`config.mk`:
```
export PLATFORM = sky130hd
export DESIGN_NAME = gpio_uart_tx
export DESIGN_NICKNAME = d
export VERILOG_FILES = /design/src/rtl/gpio_uart_tx.sv
export SDC_FILE = /design/constraint.sdc
export NUM_CORES = 1
export LEC_CHECK = 0
export CAP_MARGIN = 20
export CELL_PAD_IN_SITES_DETAIL_PLACEMENT = 1
export CELL_PAD_IN_SITES_GLOBAL_PLACEMENT = 2
export CORE_MARGIN = 1.5
export CORE_UTILIZATION = 35
export CTS_BUF_LIST = sky130_fd_sc_hd__clkbuf_4 sky130_fd_sc_hd__clkbuf_8 sky130_fd_sc_hd__clkbuf_16
export CTS_CLUSTER_DIAMETER = 150
export DETAILED_ROUTE_END_ITERATION = 12
export GPL_ROUTABILITY_DRIVEN = 0
export PLACE_DENSITY = 0.63
export SYNTH_ARGS = -nofsm -noshare
export SYNTH_HDL_FRONTEND = slang
export SYNTH_SLANG_ARGS = --single-unit
export TNS_END_PERCENT = 5
```
`constraint.sdc`:
```
create_clock -name clk -period 3.39 [get_ports clk]
set_input_delay 0.678 -clock clk [delete_from_list [all_inputs] [get_ports clk]]
set_output_delay 0.678 -clock clk [all_outputs]
set_load 0.02 [all_outputs]
```
`src/rtl/gpio_uart_tx.sv`:
```
// gpio_uart_tx
//   Consumer end of the data memory's GPIO byte port. Every CPU write to the
//   image region (mem_we & gpio_en on a rising edge) pushes the gpio byte into
//   a small circular FIFO. The FIFO head is serialised as UART 8N1 on tx.
//   Back-to-back frames have no idle gap.
//
// Optional feature (macro GPIO_UART_TX_PARITY_EN):
//   When defined, an even-parity bit is inserted between the data bits and the
//   stop bit (8E1, 11 bit times per frame). When undefined, frames are 8N1.
//
// Parameters:
//   CLKS_PER_BIT  clock cycles per UART bit (>= 2)
//   FIFO_DEPTH    FIFO entries (power of 2, >= 2)
//
// Ports:
//   clk         system clock, rising edge
//   rst_n       asynchronous active-low reset
//   mem_we      data memory write enable
//   gpio[7:0]   GPIO byte from the data memory
//   gpio_en     GPIO enable from the data memory
//   clr_ovf     synchronous clear of the sticky overflow flag
//   tx          UART serial output, idle high (registered)
//   busy        high while a frame is shifted out (registered)
//   fifo_count  number of queued bytes
//   fifo_full   fifo_count == FIFO_DEPTH
//   overflow    sticky: a byte was dropped because the FIFO was full
module gpio_uart_tx #(
  parameter int CLKS_PER_BIT = 434,
  parameter int FIFO_DEPTH   = 16
) (
  input  logic                          clk,
  input  logic                          rst_n,
  input  logic                          mem_we,
  input  logic [7:0]                    gpio,
  input  logic                          gpio_en,
  input  logic                          clr_ovf,
  output logic                          tx,
  output logic                          busy,
  output logic [$clog2(FIFO_DEPTH):0]   fifo_count,
  output logic                          fifo_full,
  output logic                          overflow
);

  localparam int AW = $clog2(FIFO_DEPTH);
  localparam int CW = $clog2(CLKS_PER_BIT);
  localparam logic [CW-1:0] BAUD_LAST = CW'(CLKS_PER_BIT - 1);
  localparam logic [AW:0]   DEPTH     = (AW+1)'(FIFO_DEPTH);

  typedef enum logic [2:0] {
    S_IDLE   = 3'd0,
    S_START  = 3'd1,
    S_DATA   = 3'd2,
`ifdef GPIO_UART_TX_PARITY_EN
    S_PARITY = 3'd4,
`endif
    S_STOP   = 3'd3
  } state_t;

  // FIFO storage and bookkeeping
  logic [7:0]    r_mem [FIFO_DEPTH];
  logic [AW-1:0] r_wptr;
  logic [AW-1:0] r_rptr;
  logic [AW:0]   r_count;
  logic          r_overflow;

  logic w_push;
  logic w_push_ok;
  logic w_drop;
  logic w_pop;
  logic w_full;
  logic w_empty;

  // Transmitter
  state_t        r_state;
  state_t        w_state_next;
  logic [CW-1:0] r_baud;
  logic [CW-1:0] w_baud_next;
  logic [2:0]    r_bit_idx;
  logic [2:0]    w_bit_idx_next;
  logic [7:0]    r_shift;
  logic [7:0]    w_shift_next;
  logic          r_tx;
  logic          w_tx_next;
  logic          r_busy;
  logic          w_busy_next;
  logic          w_baud_last;
`ifdef GPIO_UART_TX_PARITY_EN
  logic          r_parity;
`endif

  assign w_push      = mem_we & gpio_en;
  assign w_full      = (r_count == DEPTH);
  assign w_empty     = (r_count == '0);
  // A pop on the same edge frees a slot, so a full FIFO still accepts the push.
  assign w_push_ok   = w_push & (~w_full | w_pop);
  assign w_drop      = w_push & w_full & ~w_pop;
  assign w_baud_last = (r_baud == BAUD_LAST);

  always_ff @(posedge clk) begin
    if (w_push_ok) begin
      r_mem[r_wptr] <= gpio;
    end
  end

  always_ff @(posedge clk or negedge rst_n) begin
    if (!rst_n) begin
      r_wptr     <= '0;
      r_rptr     <= '0;
      r_count    <= '0;
      r_overflow <= 1'b0;
    end else begin
      if (w_push_ok) r_wptr <= r_wptr + 1'b1;
      if (w_pop)     r_rptr <= r_rptr + 1'b1;
      case ({w_push_ok, w_pop})
        2'b10:   r_count <= r_count + 1'b1;
        2'b01:   r_count <= r_count - 1'b1;
        default: r_count <= r_count;
      endcase
      // A drop on the same edge as a clear keeps the flag set.
      if (w_drop) begin
        r_overflow <= 1'b1;
      end else if (clr_ovf) begin
        r_overflow <= 1'b0;
      end
    end
  end

  // State register
  always_ff @(posedge clk or negedge rst_n) begin
    if (!rst_n) begin
      r_state   <= S_IDLE;
      r_baud    <= '0;
      r_bit_idx <= '0;
      r_shift   <= '0;
      r_tx      <= 1'b1;
      r_busy    <= 1'b0;
`ifdef GPIO_UART_TX_PARITY_EN
      r_parity  <= 1'b0;
`endif
    end else begin
      r_state   <= w_state_next;
      r_baud    <= w_baud_next;
      r_bit_idx <= w_bit_idx_next;
      r_shift   <= w_shift_next;
      r_tx      <= w_tx_next;
      r_busy    <= w_busy_next;
`ifdef GPIO_UART_TX_PARITY_EN
      if (w_pop) r_parity <= ^w_shift_next;
`endif
    end
  end

  // Next-state logic; the FIFO head is popped into the shift register either
  // from IDLE or at the end of STOP so consecutive frames abut.
  always_comb begin
    w_state_next   = r_state;
    w_baud_next    = r_baud + 1'b1;
    w_bit_idx_next = r_bit_idx;
    w_shift_next   = r_shift;
    w_pop          = 1'b0;
    case (r_state)
      S_IDLE: begin
        w_baud_next = '0;
        if (!w_empty) begin
          w_pop        = 1'b1;
          w_shift_next = r_mem[r_rptr];
          w_state_next = S_START;
        end
      end
      S_START: begin
        if (w_baud_last) begin
          w_baud_next    = '0;
          w_bit_idx_next = '0;
          w_state_next   = S_DATA;
        end
      end
      S_DATA: begin
        if (w_baud_last) begin
          w_baud_next  = '0;
          w_shift_next = {1'b0, r_shift[7:1]};
          if (r_bit_idx == 3'd7) begin
`ifdef GPIO_UART_TX_PARITY_EN
            w_state_next = S_PARITY;
`else
            w_state_next = S_STOP;
`endif
          end else begin
            w_bit_idx_next = r_bit_idx + 1'b1;
          end
        end
      end
`ifdef GPIO_UART_TX_PARITY_EN
      S_PARITY: begin
        if (w_baud_last) begin
          w_baud_next  = '0;
          w_state_next = S_STOP;
        end
      end
`endif
      S_STOP: begin
        if (w_baud_last) begin
          w_baud_next = '0;
          if (!w_empty) begin
            w_pop        = 1'b1;
            w_shift_next = r_mem[r_rptr];
            w_state_next = S_START;
          end else begin
            w_state_next = S_IDLE;
          end
        end
      end
      default: begin
        w_baud_next  = '0;
        w_state_next = S_IDLE;
      end
    endcase
  end

  // Output logic is decoded from the next state so tx/busy are registered
  // yet change on the same edge as the state.
  always_comb begin
    w_tx_next   = 1'b1;
    w_busy_next = 1'b1;
    case (w_state_next)
      S_IDLE:   w_busy_next = 1'b0;
      S_START:  w_tx_next   = 1'b0;
      S_DATA:   w_tx_next   = w_shift_next[0];
`ifdef GPIO_UART_TX_PARITY_EN
      S_PARITY: w_tx_next   = r_parity;
`endif
      default:  w_tx_next   = 1'b1;
    endcase
  end

  assign tx         = r_tx;
  assign busy       = r_busy;
  assign fifo_count = r_count;
  assign fifo_full  = w_full;
  assign overflow   = r_overflow;

endmodule

```
Yosys cells after proc, flatten, opt, wreduce, memory -nomap -nowiden
Memories as Yosys holds them, arrays and structs flattened.
Index checks and enable logic that the tools add are counted.
{"block": "classes", "n_addsub": 6, "eq_ne": 14, "mux": 27, "bitwise_logic": 7, "n_reduce_logical": 10}
{"op": "3-bit two-way mux", "count": 8}
{"op": "8-bit two-way mux", "count": 3}
{"op": "8-bit one-hot mux with 3 select lines", "count": 1}
{"op": "9-bit two-way mux", "count": 2}
{"op": "3-bit one-hot mux with 4 select lines", "count": 1}
{"op": "5-bit one-hot mux with 2 select lines", "count": 1}
{"op": "9-bit by 1-bit adder with 9-bit output (second input constant)", "count": 1}
{"op": "3-bit by 2-bit equality test with 1-bit output (second input constant)", "count": 3}
{"op": "9-bit equality test (second input constant)", "count": 1}
{"op": "4-bit by 1-bit adder with 4-bit output (second input constant)", "count": 2}
{"op": "1-bit two-way mux", "count": 8}
{"op": "2-bit inequality test (second input constant)", "count": 4}
{"op": "3-bit by 1-bit equality test with 1-bit output (second input constant)", "count": 2}
{"op": "3-bit zero test", "count": 2}
{"op": "3-bit one-hot mux with 2 select lines", "count": 1}
{"op": "2-bit nonzero test", "count": 3}
{"op": "5-bit by 1-bit adder with 5-bit output (second input constant)", "count": 1}
{"op": "5-bit equality test (second input constant)", "count": 1}
{"op": "5-bit zero test", "count": 1}
{"op": "5-bit by 1-bit subtractor with 5-bit output (second input constant)", "count": 1}
{"op": "1-bit AND", "count": 4}
{"op": "1-bit one-hot mux with 2 select lines", "count": 2}
{"op": "4-bit AND reduction", "count": 1}
{"op": "3-bit by 1-bit adder with 3-bit output (second input constant)", "count": 1}
{"op": "8 further kinds", "count": 9}
{"block": "word_totals", "register_bits": 39, "ram_bits": 128, "in_bits": 13, "output_inout_bits": 9, "wordCells": 76, "mem_count": 1}
{"memory": "r_mem", "depth": 16, "width": 8, "read_ports": 1, "rd_clocked_by_memory_dff": 0, "write_ports": 1, "line": "60", "rtl": "logic [7:0] r_mem [FIFO_DEPTH];"}

Depth between registers and ports, before layout
{"block": "depth", "word_depth": 8, "ltp_mapped": 13, "depth_no_buf": 12}

Worst setup path before layout
OpenSTA, ideal clock, no wires.
{"block": "synth_timing", "path_type": "register to register", "from": "register r_count[1] (netlist: fifo_count[1])", "to": "register r_count[4] (netlist: fifo_count[4])", "arrival_ps": 2617, "required_ps": 3309, "slack_ps": 693, "stages_incl_launch_ff": 13, "n_path_buf": 2, "period_less_slack_ps": 2697, "path_cell_list": "dfrtp_1 > clkbuf_1 > or4_1 > nor2_1 > nor2_1 > buf_2 > nand2_1 > xnor2_1 > ha_1 > and3_1 > and3_1 > a31oi_1 > xnor2_1"}
{"block": "synth_via", "elab_chain_len": 8, "elab_cells_between_ends": 14, "cone_classes": "2 x add/sub; 3 x eq/ne; 4 x mux; 3 x bitwise; 2 x reduce/logical"}
{"element": "from (decl)", "line": "63", "rtl": "logic [AW:0] r_count;"}
{"element": "from (signal assigned)", "line": "115", "rtl": "2'b10: r_count <= r_count + 1'b1;"}
{"element": "from (signal assigned)", "line": "116", "rtl": "2'b01: r_count <= r_count - 1'b1;"}
{"element": "from (signal assigned)", "line": "117", "rtl": "default: r_count <= r_count;"}
{"element": "5-bit zero test", "line": "93", "rtl": "assign w_empty = (r_count == '0);"}
{"element": "1-bit two-way mux", "line": "164, 203"}
{"element": "1-bit two-way mux", "line": "201", "rtl": "if (w_baud_last) begin"}
{"element": "1-bit one-hot mux with 2 select lines", "line": "161", "rtl": "case (r_state)"}
{"element": "1-bit bitwise OR", "line": "95", "rtl": "assign w_push_ok = w_push & (~w_full | w_pop);"}
{"element": "1-bit AND", "line": "95"}
{"element": "2-bit by 1-bit equality test with 1-bit output or 2-bit equality test (tied branches)", "line": "114", "rtl": "case ({w_push_ok, w_pop})"}
{"element": "5-bit one-hot mux with 2 select lines or 2-bit nonzero test (tied branches)"}
Parallel ways exist; a longest one is shown, timed or not.
A chain may end at the register's enable or synchronous reset.

Worst setup path after layout
{"block": "layout_timing", "from": "register r_count[0] (netlist: fifo_count[0])", "to": "output port fifo_full"}
{"block": "layout_via", "elab_chain_len": 1}
{"element": "5-bit equality test", "line": "92", "rtl": "assign w_full = (r_count == DEPTH);"}
{"element": "to (decl)", "line": "40", "rtl": "output logic fifo_full,"}
Every way passes these cells.

==> qor.csv <==
metric;value;unit
outcome;complete, no violations;
Ant. Diodes;0;
Final HPWL DP;9382;um
H-tree levels;4;
GR Util met1;0.2006;
Rel. slew slack;0.3170;
Crit Path Category;flip-flop to output pin;
Chip Width;144.5;um
CP delay by family, top;buffers and inverters;
clk_lat worst skew;0.43;ns
core area;19530;um2
fin. max-slew vios;0;
Die Area;20890;um2
Setup TNS;0;ns
synth warn;0;
RSZ-0062 raised after global routing;false;
Leak;2.858;nW
Post-synth top flop;edfxtp_1;
combinational family with the most area after synthesis;multiplexers;
routed vias;3536;
number of synthesized register bits;167;
drt drc;0;
number of global-route vias before repair;3811;
PortBufs;21;
Die Height;144.5;um
post-synthesis adder-cell area fraction;0.01785;
GR Layer Usage met3;0.03311;
CTS max path bufs;2;
max-cap viol count;0;
Area Growth Syn to Fin;15.76;%
Net Sw Frac;0.2946;
ANT nets after route;0;
Mapped Cells;393;
Post-Syn Nets;416;
Reg clk slew, reported paths;0.07;ns
Max Freq;361.7;MHz
sequential power share;0.431;
Final Cycle Share;0.8155;
DRT Pass-1 Iters;4;
Critical Path Start Type;flip-flop;
Synth async-reset ratio;0.2335;
commonest non-fill, non-tap cell in the layout;edfxtp_1;
Post-Synth Simple-Gate Area;0.07924;
crit-path max FO;7;
post-cts resize count;0;
Crit path largest cell delay;0.62;ns
Ports;22;
Starting DRT DRC Count;196;
clock share of power;0.320;
VDD IR max;379.5;uV
# setup viols final;0;
Post-synth EDFFs;128;
Critical Path End Type;output pin;
met2 Use GR;0.2412;
TritonCTS buffer count;17;
Via-to-Cell Ratio;5.016;
Worst Path Required;2.71;ns
Net Switching;1.817;mW
routed len/inst;19.79;um
Cell Rows;51;
post-synthesis xor/xnor area fraction;0.02249;
first-pass GRT wire length;22470;um
initial antenna violation count;0;
PD cells;760.0;nW/um2
Worst Reg2Reg Path Length in Cells;11;
Final Worst Setup Slack;0.6255;ns
Slew @ Worst Pin;1.012;ns
Setup WS pre-CTS;0.7683;ns
GRT Residual Overflow;0;
Seq/Total Area, Yosys;0.6877;
total length of routed wires;13950;um
fraction of layout cells with a size suffix above 1;0.1818;
mapped cell area;7010;um2
HP Class;input port to asynchronous set/reset pin;
clk root buf;clkbuf_16;
total track usage;0.1489;
CP Buf/Inv Count;1;
hold buffer count at CTS;0;
Setup Buffers After CTS;0;
cell-internal power;4.350;mW
Synth Area in Compound Gates;0.02998;
CTS tree;yes;
Avg Cell Area, Syn;17.84;um2
Worst EP arrival;2.09;ns
CP cell instances;nor4_1 > and2_1 > clkdlybuf4s50_1;
starting density of the core;0.3590;
Final Skew;0.01156;ns
Cell variety after synth;53;
Hold Worst Slack;0.3770;ns
Critical-path top delay cell;clkdlybuf4s50_1;
most frequent cells in the layout;edfxtp_1 (128), dfrtp_1 (37), mux4_2 (26);
cell count along the critical path;3;
mux share of post-synthesis cell area;0.1417;
GR peak layer;met2;
fin crit period;2.764;ns
clk sink count;167;
largest net degree at the start of global routing;40;
layout net count;450;
Final Power;6.167;mW
final hold violations;0;
Logic pwr share;0.248;
-- power by group through the flow --
stage / clock [mW] / sequential [mW] / combinational [mW]
floorplan: 0 / 2.63 / 1.17
global placement: 0 / 2.70 / 1.55
detailed placement: 0 / 2.70 / 1.57
CTS: 2.03 / 2.67 / 1.57
global route: 2.10 / 2.70 / 1.69
finish: 1.98 / 2.66 / 1.53
-- stage by stage --
stage               cells  area (um2)    util
global placement      673        7510  0.3846
detailed placement    673        7510  0.3846
finish                705        8115  0.4156
CTS                   705        8115  0.4156
floorplan             393        7010       -
global route          705        8115  0.4156
-- flip-flops by register name, indices dropped and copies added (netlist names) --
| signal | flops |
|---|---|
| busy | 1 |
| fifo_count | 5 |
| overflow | 1 |
| r_baud | 9 |
| r_bit_idx | 3 |
| r_mem | 128 |
| r_rptr | 4 |
| r_shift | 8 |
| r_state | 3 |
| r_wptr | 4 |
| tx | 1 |
-- cells by family (layout without fill, tap and decap cells) --
kind of cell / Yosys count / after routing
DFF: 167 / 167
and+or+nand+nor: 100 / 100
muxes: 45 / 45
AOI/OAI and AO/OA: 29 / 29
buffers and inverters: 23 / 70
xor gates and xnor gates: 18 / 18
adders and majority gates: 10 / 10
other: 1 / 1
-- cell usage after synthesis (3+ instances only) --
cell type | n | area [um2]
a21oi_1 | 6 | 30.03
a221o_1 | 5 | 50.05
a22o_1 | 3 | 26.28
and2_0 | 3 | 18.77
and2_1 | 5 | 31.28
and3_1 | 19 | 118.9
buf_2 | 3 | 15.01
buf_4 | 3 | 22.52
buf_6 | 3 | 33.78
clkbuf_1 | 6 | 22.52
dfrtp_1 | 38 | 950.9
edfxtp_1 | 128 | 3844
ha_1 | 10 | 125.1
inv_1 | 6 | 22.52
mux2_2 | 5 | 56.30
mux4_1 | 13 | 341.6
mux4_2 | 26 | 585.6
nand2_1 | 13 | 48.80
nand3_1 | 6 | 30.03
nor2_1 | 21 | 78.83
nor2b_1 | 5 | 31.28
nor3_1 | 6 | 30.03
nor3b_1 | 3 | 22.52
nor4_1 | 4 | 25.02
o21ai_0 | 4 | 20.02
xnor2_1 | 15 | 131.4
xor2_1 | 3 | 26.28
-- metal layers --
layer / vias to the layer above / routed length, um
met5: - / 0
met1: 1852 / 6492
met3: 9 / 378
li1: 1634 / -
met4: 0 / 111
met2: 41 / 6972
-- final timing paths --
path | from | end | slack, ns
max | fifo_count[0] | fifo_full | 0.63
max reg2reg | r_baud[0] | fifo_count[4] | 0.78
max in group asynchronous | rst_n | r_rptr[0] | 2.36
min reg2reg | r_shift[6] | r_shift[6] | 0.49
min | rst_n | overflow | 0.38
min in group clk | r_shift[6] | r_shift[6] | 0.49
-- cell type report --
cell class | instances | area (um2)
repair buffers | 32 | 287.8
multi-input cells | 203 | 2046
clock inverters | 15 | 180.2
fillers | 1938 | 11410
flip-flops and latches | 167 | 4822
clock buffers | 17 | 425.4
well taps | 265 | 331.6
inverters | 6 | 22.52
Note: power is estimated with default switching activity, not from simulation.
